### src/rtl/byte_word_loader.sv
// Byte-to-word loader for the programming-load path.
// Packs received bytes into BYTES_PER_WORD-wide words, presents each word to
// memory with a held write strobe and an auto-incrementing byte address, and
// supports selectable byte order, partial-word flush with byte mask, a one-byte
// skid buffer while a write is in progress, sticky overrun and a word counter.
module byte_word_loader #(
    parameter int                    BYTES_PER_WORD = 4,
    parameter int                    ADDR_WIDTH     = 32,
    parameter logic [ADDR_WIDTH-1:0] BASE_ADDR      = {ADDR_WIDTH{1'b0}},
    parameter int                    WRITE_HOLD     = 16,
    parameter int                    BIG_ENDIAN     = 0
) (
    input  logic                          clk,
    input  logic                          reset,
    input  logic [7:0]                    DataIn,
    input  logic                          Ready,
    input  logic                          Flush,
    output logic [8*BYTES_PER_WORD-1:0]   DataOut,
    output logic [ADDR_WIDTH-1:0]         Address,
    output logic                          WriteEn,
    output logic [BYTES_PER_WORD-1:0]     ByteMask,
    output logic                          Busy,
    output logic                          Overrun,
    output logic [15:0]                   WordCount
);

    localparam int DW = 8 * BYTES_PER_WORD;
    localparam int CW = $clog2(BYTES_PER_WORD + 1);
    localparam int HW = (WRITE_HOLD > 1) ? $clog2(WRITE_HOLD) : 1;

    localparam logic [0:0] S_FILL  = 1'b0;
    localparam logic [0:0] S_WRITE = 1'b1;

    localparam logic [CW-1:0]         LAST_IDX  = CW'(BYTES_PER_WORD - 1);
    localparam logic [HW-1:0]         HOLD_LAST = HW'(WRITE_HOLD - 1);
    localparam logic [ADDR_WIDTH-1:0] ADDR_STEP = ADDR_WIDTH'(BYTES_PER_WORD);

    // Lane that byte k of a word lands in, according to the byte order.
    function automatic int lane_of(input int k);
        if (BIG_ENDIAN != 0) begin
            lane_of = BYTES_PER_WORD - 1 - k;
        end else begin
            lane_of = k;
        end
    endfunction

    // Byte mask covering the first n bytes of a word.
    function automatic logic [BYTES_PER_WORD-1:0] lanes_filled(input logic [CW-1:0] n);
        logic [BYTES_PER_WORD-1:0] m;
        m = {BYTES_PER_WORD{1'b0}};
        for (int k = 0; k < BYTES_PER_WORD; k++) begin
            if (k < int'(n)) begin
                m[lane_of(k)] = 1'b1;
            end else begin
                m[lane_of(k)] = 1'b0;
            end
        end
        return m;
    endfunction

    logic [0:0]    r_state;
    logic [DW-1:0] r_asm;
    logic [CW-1:0] r_cnt;
    logic [HW-1:0] r_hold;
    logic          r_skid_valid;
    logic [7:0]    r_skid_data;

    logic [DW-1:0] w_asm_next;
    logic [DW-1:0] w_first_word;
    logic [CW-1:0] w_cnt_after;
    logic          w_commit;
    logic          w_hold_done;
    logic          w_carry_valid;
    logic [7:0]    w_carry_byte;

    // Next assembly value, commit decision and the first byte of the next word.
    always_comb begin
        w_asm_next = r_asm;
        for (int k = 0; k < BYTES_PER_WORD; k++) begin
            w_asm_next[lane_of(k)*8 +: 8] = (Ready && (r_cnt == CW'(k)))
                                          ? DataIn
                                          : r_asm[lane_of(k)*8 +: 8];
        end
        w_cnt_after = r_cnt + {{(CW-1){1'b0}}, Ready};

        // A byte accepted together with Flush is part of the flushed word.
        w_commit = (r_state == S_FILL) &&
                   ((Ready && (r_cnt == LAST_IDX)) ||
                    (Flush && (w_cnt_after != {CW{1'b0}})));

        w_hold_done = (r_state == S_WRITE) && (r_hold == HOLD_LAST);

        // A byte arriving on the last hold cycle with an empty skid buffer
        // goes straight into slot 0 of the next word instead of being lost.
        w_carry_valid = r_skid_valid || Ready;
        w_carry_byte  = r_skid_valid ? r_skid_data : DataIn;
        w_first_word  = {DW{1'b0}};
        w_first_word[lane_of(0)*8 +: 8] = w_carry_valid ? w_carry_byte : 8'h00;
    end

    // FILL/WRITE control, word assembly, skid buffer and all registered outputs.
    always_ff @(posedge clk or posedge reset) begin
        if (reset) begin
            r_state      <= S_FILL;
            r_asm        <= {DW{1'b0}};
            r_cnt        <= {CW{1'b0}};
            r_hold       <= {HW{1'b0}};
            r_skid_valid <= 1'b0;
            r_skid_data  <= 8'h00;
            DataOut      <= {DW{1'b0}};
            Address      <= BASE_ADDR;
            WriteEn      <= 1'b0;
            ByteMask     <= {BYTES_PER_WORD{1'b0}};
            Busy         <= 1'b0;
            Overrun      <= 1'b0;
            WordCount    <= 16'd0;
        end else begin
            case (r_state)
                S_FILL: begin
                    r_asm <= w_asm_next;
                    r_cnt <= w_cnt_after;
                    if (w_commit) begin
                        DataOut  <= w_asm_next;
                        ByteMask <= lanes_filled(w_cnt_after);
                        WriteEn  <= 1'b1;
                        Busy     <= 1'b1;
                        r_hold   <= {HW{1'b0}};
                        r_state  <= S_WRITE;
                    end else begin
                        r_state  <= S_FILL;
                    end
                end
                S_WRITE: begin
                    if (Ready && r_skid_valid) begin
                        Overrun <= 1'b1;
                    end else begin
                        Overrun <= Overrun;
                    end
                    if (w_hold_done) begin
                        WriteEn      <= 1'b0;
                        Busy         <= 1'b0;
                        r_state      <= S_FILL;
                        Address      <= Address + ADDR_STEP;
                        WordCount    <= WordCount + 16'd1;
                        r_asm        <= w_first_word;
                        r_cnt        <= w_carry_valid ? CW'(1) : {CW{1'b0}};
                        r_skid_valid <= 1'b0;
                        r_hold       <= {HW{1'b0}};
                    end else begin
                        r_hold <= r_hold + HW'(1);
                        if (Ready && !r_skid_valid) begin
                            r_skid_data  <= DataIn;
                            r_skid_valid <= 1'b1;
                        end else begin
                            r_skid_valid <= r_skid_valid;
                        end
                    end
                end
                default: begin
                    r_state <= S_FILL;
                end
            endcase
        end
    end

endmodule

### config.mk
export PLATFORM = sky130hd
export DESIGN_NAME = byte_word_loader
export DESIGN_NICKNAME = d
export VERILOG_FILES = /design/src/rtl/byte_word_loader.sv
export SDC_FILE = /design/constraint.sdc
export NUM_CORES = 1
export LEC_CHECK = 0
export CORE_MARGIN = 10
export CORE_UTILIZATION = 40
export CTS_BUF_LIST = sky130_fd_sc_hd__clkbuf_8
export CTS_CLUSTER_DIAMETER = 60
export CTS_CLUSTER_SIZE = 8
export DETAILED_ROUTE_END_ITERATION = 8
export PLACE_DENSITY = 0.65
export SYNTH_ARGS = -nofsm -noshare
export SYNTH_HDL_FRONTEND = slang
export SYNTH_SLANG_ARGS = --single-unit
### constraint.sdc
create_clock -name clk -period 4.6 [get_ports clk]
set_input_delay 1.38 -clock clk [delete_from_list [all_inputs] [get_ports clk]]
set_output_delay 1.38 -clock clk [all_outputs]
set_load 0.01 [all_outputs]
==> impl_metrics.tcl <==
set metrics [dict create \
    rsz0062_at_grt "no" \
    design.die.area_sq_mm 0.0206 \
    hold_path.class "flop to flop" \
    syn_to_final_growth_pct 25.0 \
    initial_utilization_pct 40.4 \
    post_synthesis_instance_area_sq_mm 0.00610 \
    cts_h_tree_depth 4 \
    setup_tns_ns 0 \
    internal-power_uw 2930 \
    grt_pass1_wl_mm 23.5 \
    hold_end "WordCount[15]$_DFFE_PP0P_" \
    r2r_setup_slack_ns 2.01 \
    num_vias 4356 \
    via_count_of_the_first_global_routing_pass 4433 \
    part_of_the_yosys_area_used_for_sequential_elements_pct 54.5 \
    largest_family_of_logic_cells_by_synthesized_area "multiplexers" \
    cts.path.max_buffers 2 \
    num_io_pins 99 \
    numPortBuffers 96 \
    first_iter_violations 238 \
    cts_hold_buffers 0 \
    final-setup-viol-count 0 \
    synthAdderAreaFrac_pct 1.03 \
    static_leak_uw 0.00326 \
    setup_skew_ns 0.0114 \
    holdPathStages 1 \
    clock-sinks 133 \
    ys_types 43 \
    powerDensity_mw_per_mm2 575 \
    nNetsFinal 641 \
    r2r_cells 5 \
    dp_hpwl_mm 9.98 \
    placed_cells 793 \
    drt_wl_total_mm 14.3 \
    fraction_of_final_layout_cells_with_drive_strength_greater_than_1_pct 18.1 \
    fraction_of_the_mapped_netlist_area_in_simple_logic_gates_pct 13.3 \
    post_dp_cell_area_sq_mm 0.00724 \
    switchingPower_uw 1450 \
    initial_antenna_violation_count 0 \
    path_class "input port to flop" \
    timing.final.crit_share_pct 69.6 \
    tightest_pin_transition_ns 0.992 \
    worstSetupStartpoint "Ready" \
    drt_pre_antenna_iters 4 \
    critical_path.endpoint_type "flop" \
    post_synth.cell_area_avg_sq_um 11.5 \
    grt_start_max_net_pins 88 \
    syn_inst 531 \
    worst_ep_arrival_time_ns 3.52 \
    post_drt_wl_per_cell_um 17.4 \
    drc 0 \
    gp_congestion 0.758 \
    finalHoldViolations 0 \
    routed_via_density 5.29 \
    outcome "finished, final reports clean" \
    placementRows 45 \
    peak_clock_frequency_supported_by_timing_ghz 0.312 \
    cts_tree "yes" \
    synth.yosys.warnings 0 \
    vdd_ir_max_mv 0.338 \
    synth_compound_area_share_pct 6.83 \
    beginning_of_the_worst_hold_path "WordCount[15]$_DFFE_PP0P_" \
    clkPwrFrac_pct 21.9 \
    sequentialPowerShare_pct 42.0 \
    core_sq_mm 0.0151 \
    max_transition_margin_pct 33.7 \
    required_ns 4.92 \
    root_buffer "clkbuf_8" \
    synth-seq-cells 133 \
    power.share.switching_pct 33.0 \
    clk-insertion-delay-late_ns 0.44 \
    reg2reg_from "r_hold[0]$_DFFE_PP0P_" \
    final_cell_area_sq_mm 0.00763 \
    startpoint_type "input port" \
    drv_slew 0 \
    drtAntennaViolNets 0 \
    r2r_end "WordCount[8]$_DFFE_PP0P_" \
    number_of_maximum_capacitance_constraint_violations 0 \
    layout_min_cycle_time_ns 3.20 \
    clk_pin_slew_worst_paths_ns 0.07 \
    grt-ovfl-total 0 \
    dieHeight_um 144 \
    cp_max_fo 34 \
    post-cts-setup-buffers 0 \
    synth.mux.area_fraction_pct 14.1 \
    diodes 0 \
    globalRouteTotalUtil_pct 14.3 \
    post_layout_nonfiller_instances 824 \
    share_of_the_synthesized_netlist_area_taken_by_xor_and_xnor_gates_pct 7.01 \
    width_of_the_chip_um 144 \
    cts_buffers 17 \
    ctsResizeCount 0 \
    comb_power_share_pct 36.1 \
]
-- sequential cells by signal, indices dropped and copies added (netlist names) --
register / count
DataOut: 32
Overrun: 1
WordCount: 16
Address: 30
ByteMask: 4
r_asm: 32
r_skid_data: 8
r_cnt: 3
r_hold: 4
r_state: 1
r_skid_valid: 1
Busy: 1
-- critical path: stages --
cell and delay, ns:
clkdlybuf4s50_1 0.43, ha_1 0.21, ha_1 0.32, or2_2 0.33, o21ai_2 0.19, a21oi_4 0.11
buf_12 0.19, mux2_1 0.34
-- metal layers --
layer	vias to the layer above	track usage, %	part of all wire (%)
met5	-	0	0
met4	0	4.67	1.0
met3	16	4.98	7.0
met2	125	23.3	48
met1	2171	17.4	44
li1	2044	-	-
-- cell usage after synthesis, drive strengths merged --
library cell	number	area share, %
ha	5	1.0
conb	1	0.061
nand4	17	1.7
o211ai	8	0.98
xor2	10	1.6
nor2	45	2.8
a21oi	23	2.1
nand3	25	2.1
a21o	1	0.12
mux2i	4	0.66
nor4bb	3	0.49
a32o	1	0.16
nor4	2	0.31
and4	3	0.43
nand2	45	2.8
or2	1	0.10
o31ai	1	0.12
a31o	1	0.14
a22o	2	0.29
xnor2	38	5.5
nor2b	1	0.10
dfrtp	133	55
clkbuf	16	0.98
buf	16	1.8
inv	5	0.31
o21a	2	0.25
and3	12	1.2
nor3	7	0.66
mux2	73	13
o2bb2ai	8	1.1
nor4b	1	0.39
o21ai	18	1.5
and2	3	0.31
-- worst max-delay path by stage --
| stage | to | slack (ns) | cells past startpoint |
|---|---|---|---|
| 2_1_floorplan | DataOut[27]$_DFFE_PP0P_ | 1.53 | 7 |
| 3_3_place_gp | DataOut[1]$_DFFE_PP0P_ | 0.99 | 8 |
| 3_5_place_dp | DataOut[24]$_DFFE_PP0P_ | 0.94 | 8 |
| 4_1_cts | DataOut[23]$_DFFE_PP0P_ | 1.42 | 8 |
| 5_1_grt | DataOut[24]$_DFFE_PP0P_ | 1.33 | 8 |
| 6_report | DataOut[1]$_DFFE_PP0P_ | 1.40 | 8 |
-- placed cells by master (no fill, tap or decap), types with 17 or more instances in the layout --
cell	n
clkdlybuf4s50_1	96
mux2_2	71
dfrtp_1	133
nor2_1	45
clkbuf_8	22
nand3_1	25
xnor2_1	38
a21oi_1	22
nand4_1	17
nand2_1	45
-- final cells by class --
| cell class | instances | area (sq um) |
|---|---|---|
| Fill cell | 1342 | 7460 |
| Sequential cell | 133 | 3330 |
| Multi-Input combinational cell | 362 | 2600 |
| Timing Repair Buffer | 105 | 1050 |
| Clock buffer | 22 | 303 |
| Tap cell | 188 | 235 |
| Clock inverter | 9 | 87.6 |
| Inverter | 5 | 22.5 |
-- logic make-up (layout without fill, tap and decap cells) --
logic type | count (synthesis) | count (layout)
AO/OA/AOI/OAI | 65 | 65
multiplexers | 77 | 77
AND/OR/NAND/NOR | 165 | 165
adder cells (fa/ha/maj) | 5 | 5
flip-flops | 133 | 133
other | 1 | 2
XOR/XNOR | 48 | 48
buffers and inverters | 37 | 141
-- per-stage QoR --
step	power [uW]	util [%]	setup slack [ns]	hold WS [ns]
6_report	4380	50.5	1.40	0.472
4_1_cts	4440	50.5	1.42	0.474
3_3_place_gp	3390	48.0	0.987	0.456
2_1_floorplan	2820	-	1.53	0.462
5_1_grt	4690	50.5	1.33	0.498
3_5_place_dp	3460	48.0	0.945	0.459
-- power groups by stage --
| stage | clock network, uW | logic (uW) | registers (uW) |
|---|---|---|---|
| floorplan | 0 | 976 | 1850 |
| global placement | 0 | 1560 | 1830 |
| detailed placement | 0 | 1600 | 1860 |
| CTS | 989 | 1610 | 1840 |
| global route | 1040 | 1760 | 1890 |
| finish | 961 | 1580 | 1840 |
Note: power is estimated with default switching activity, not from simulation.
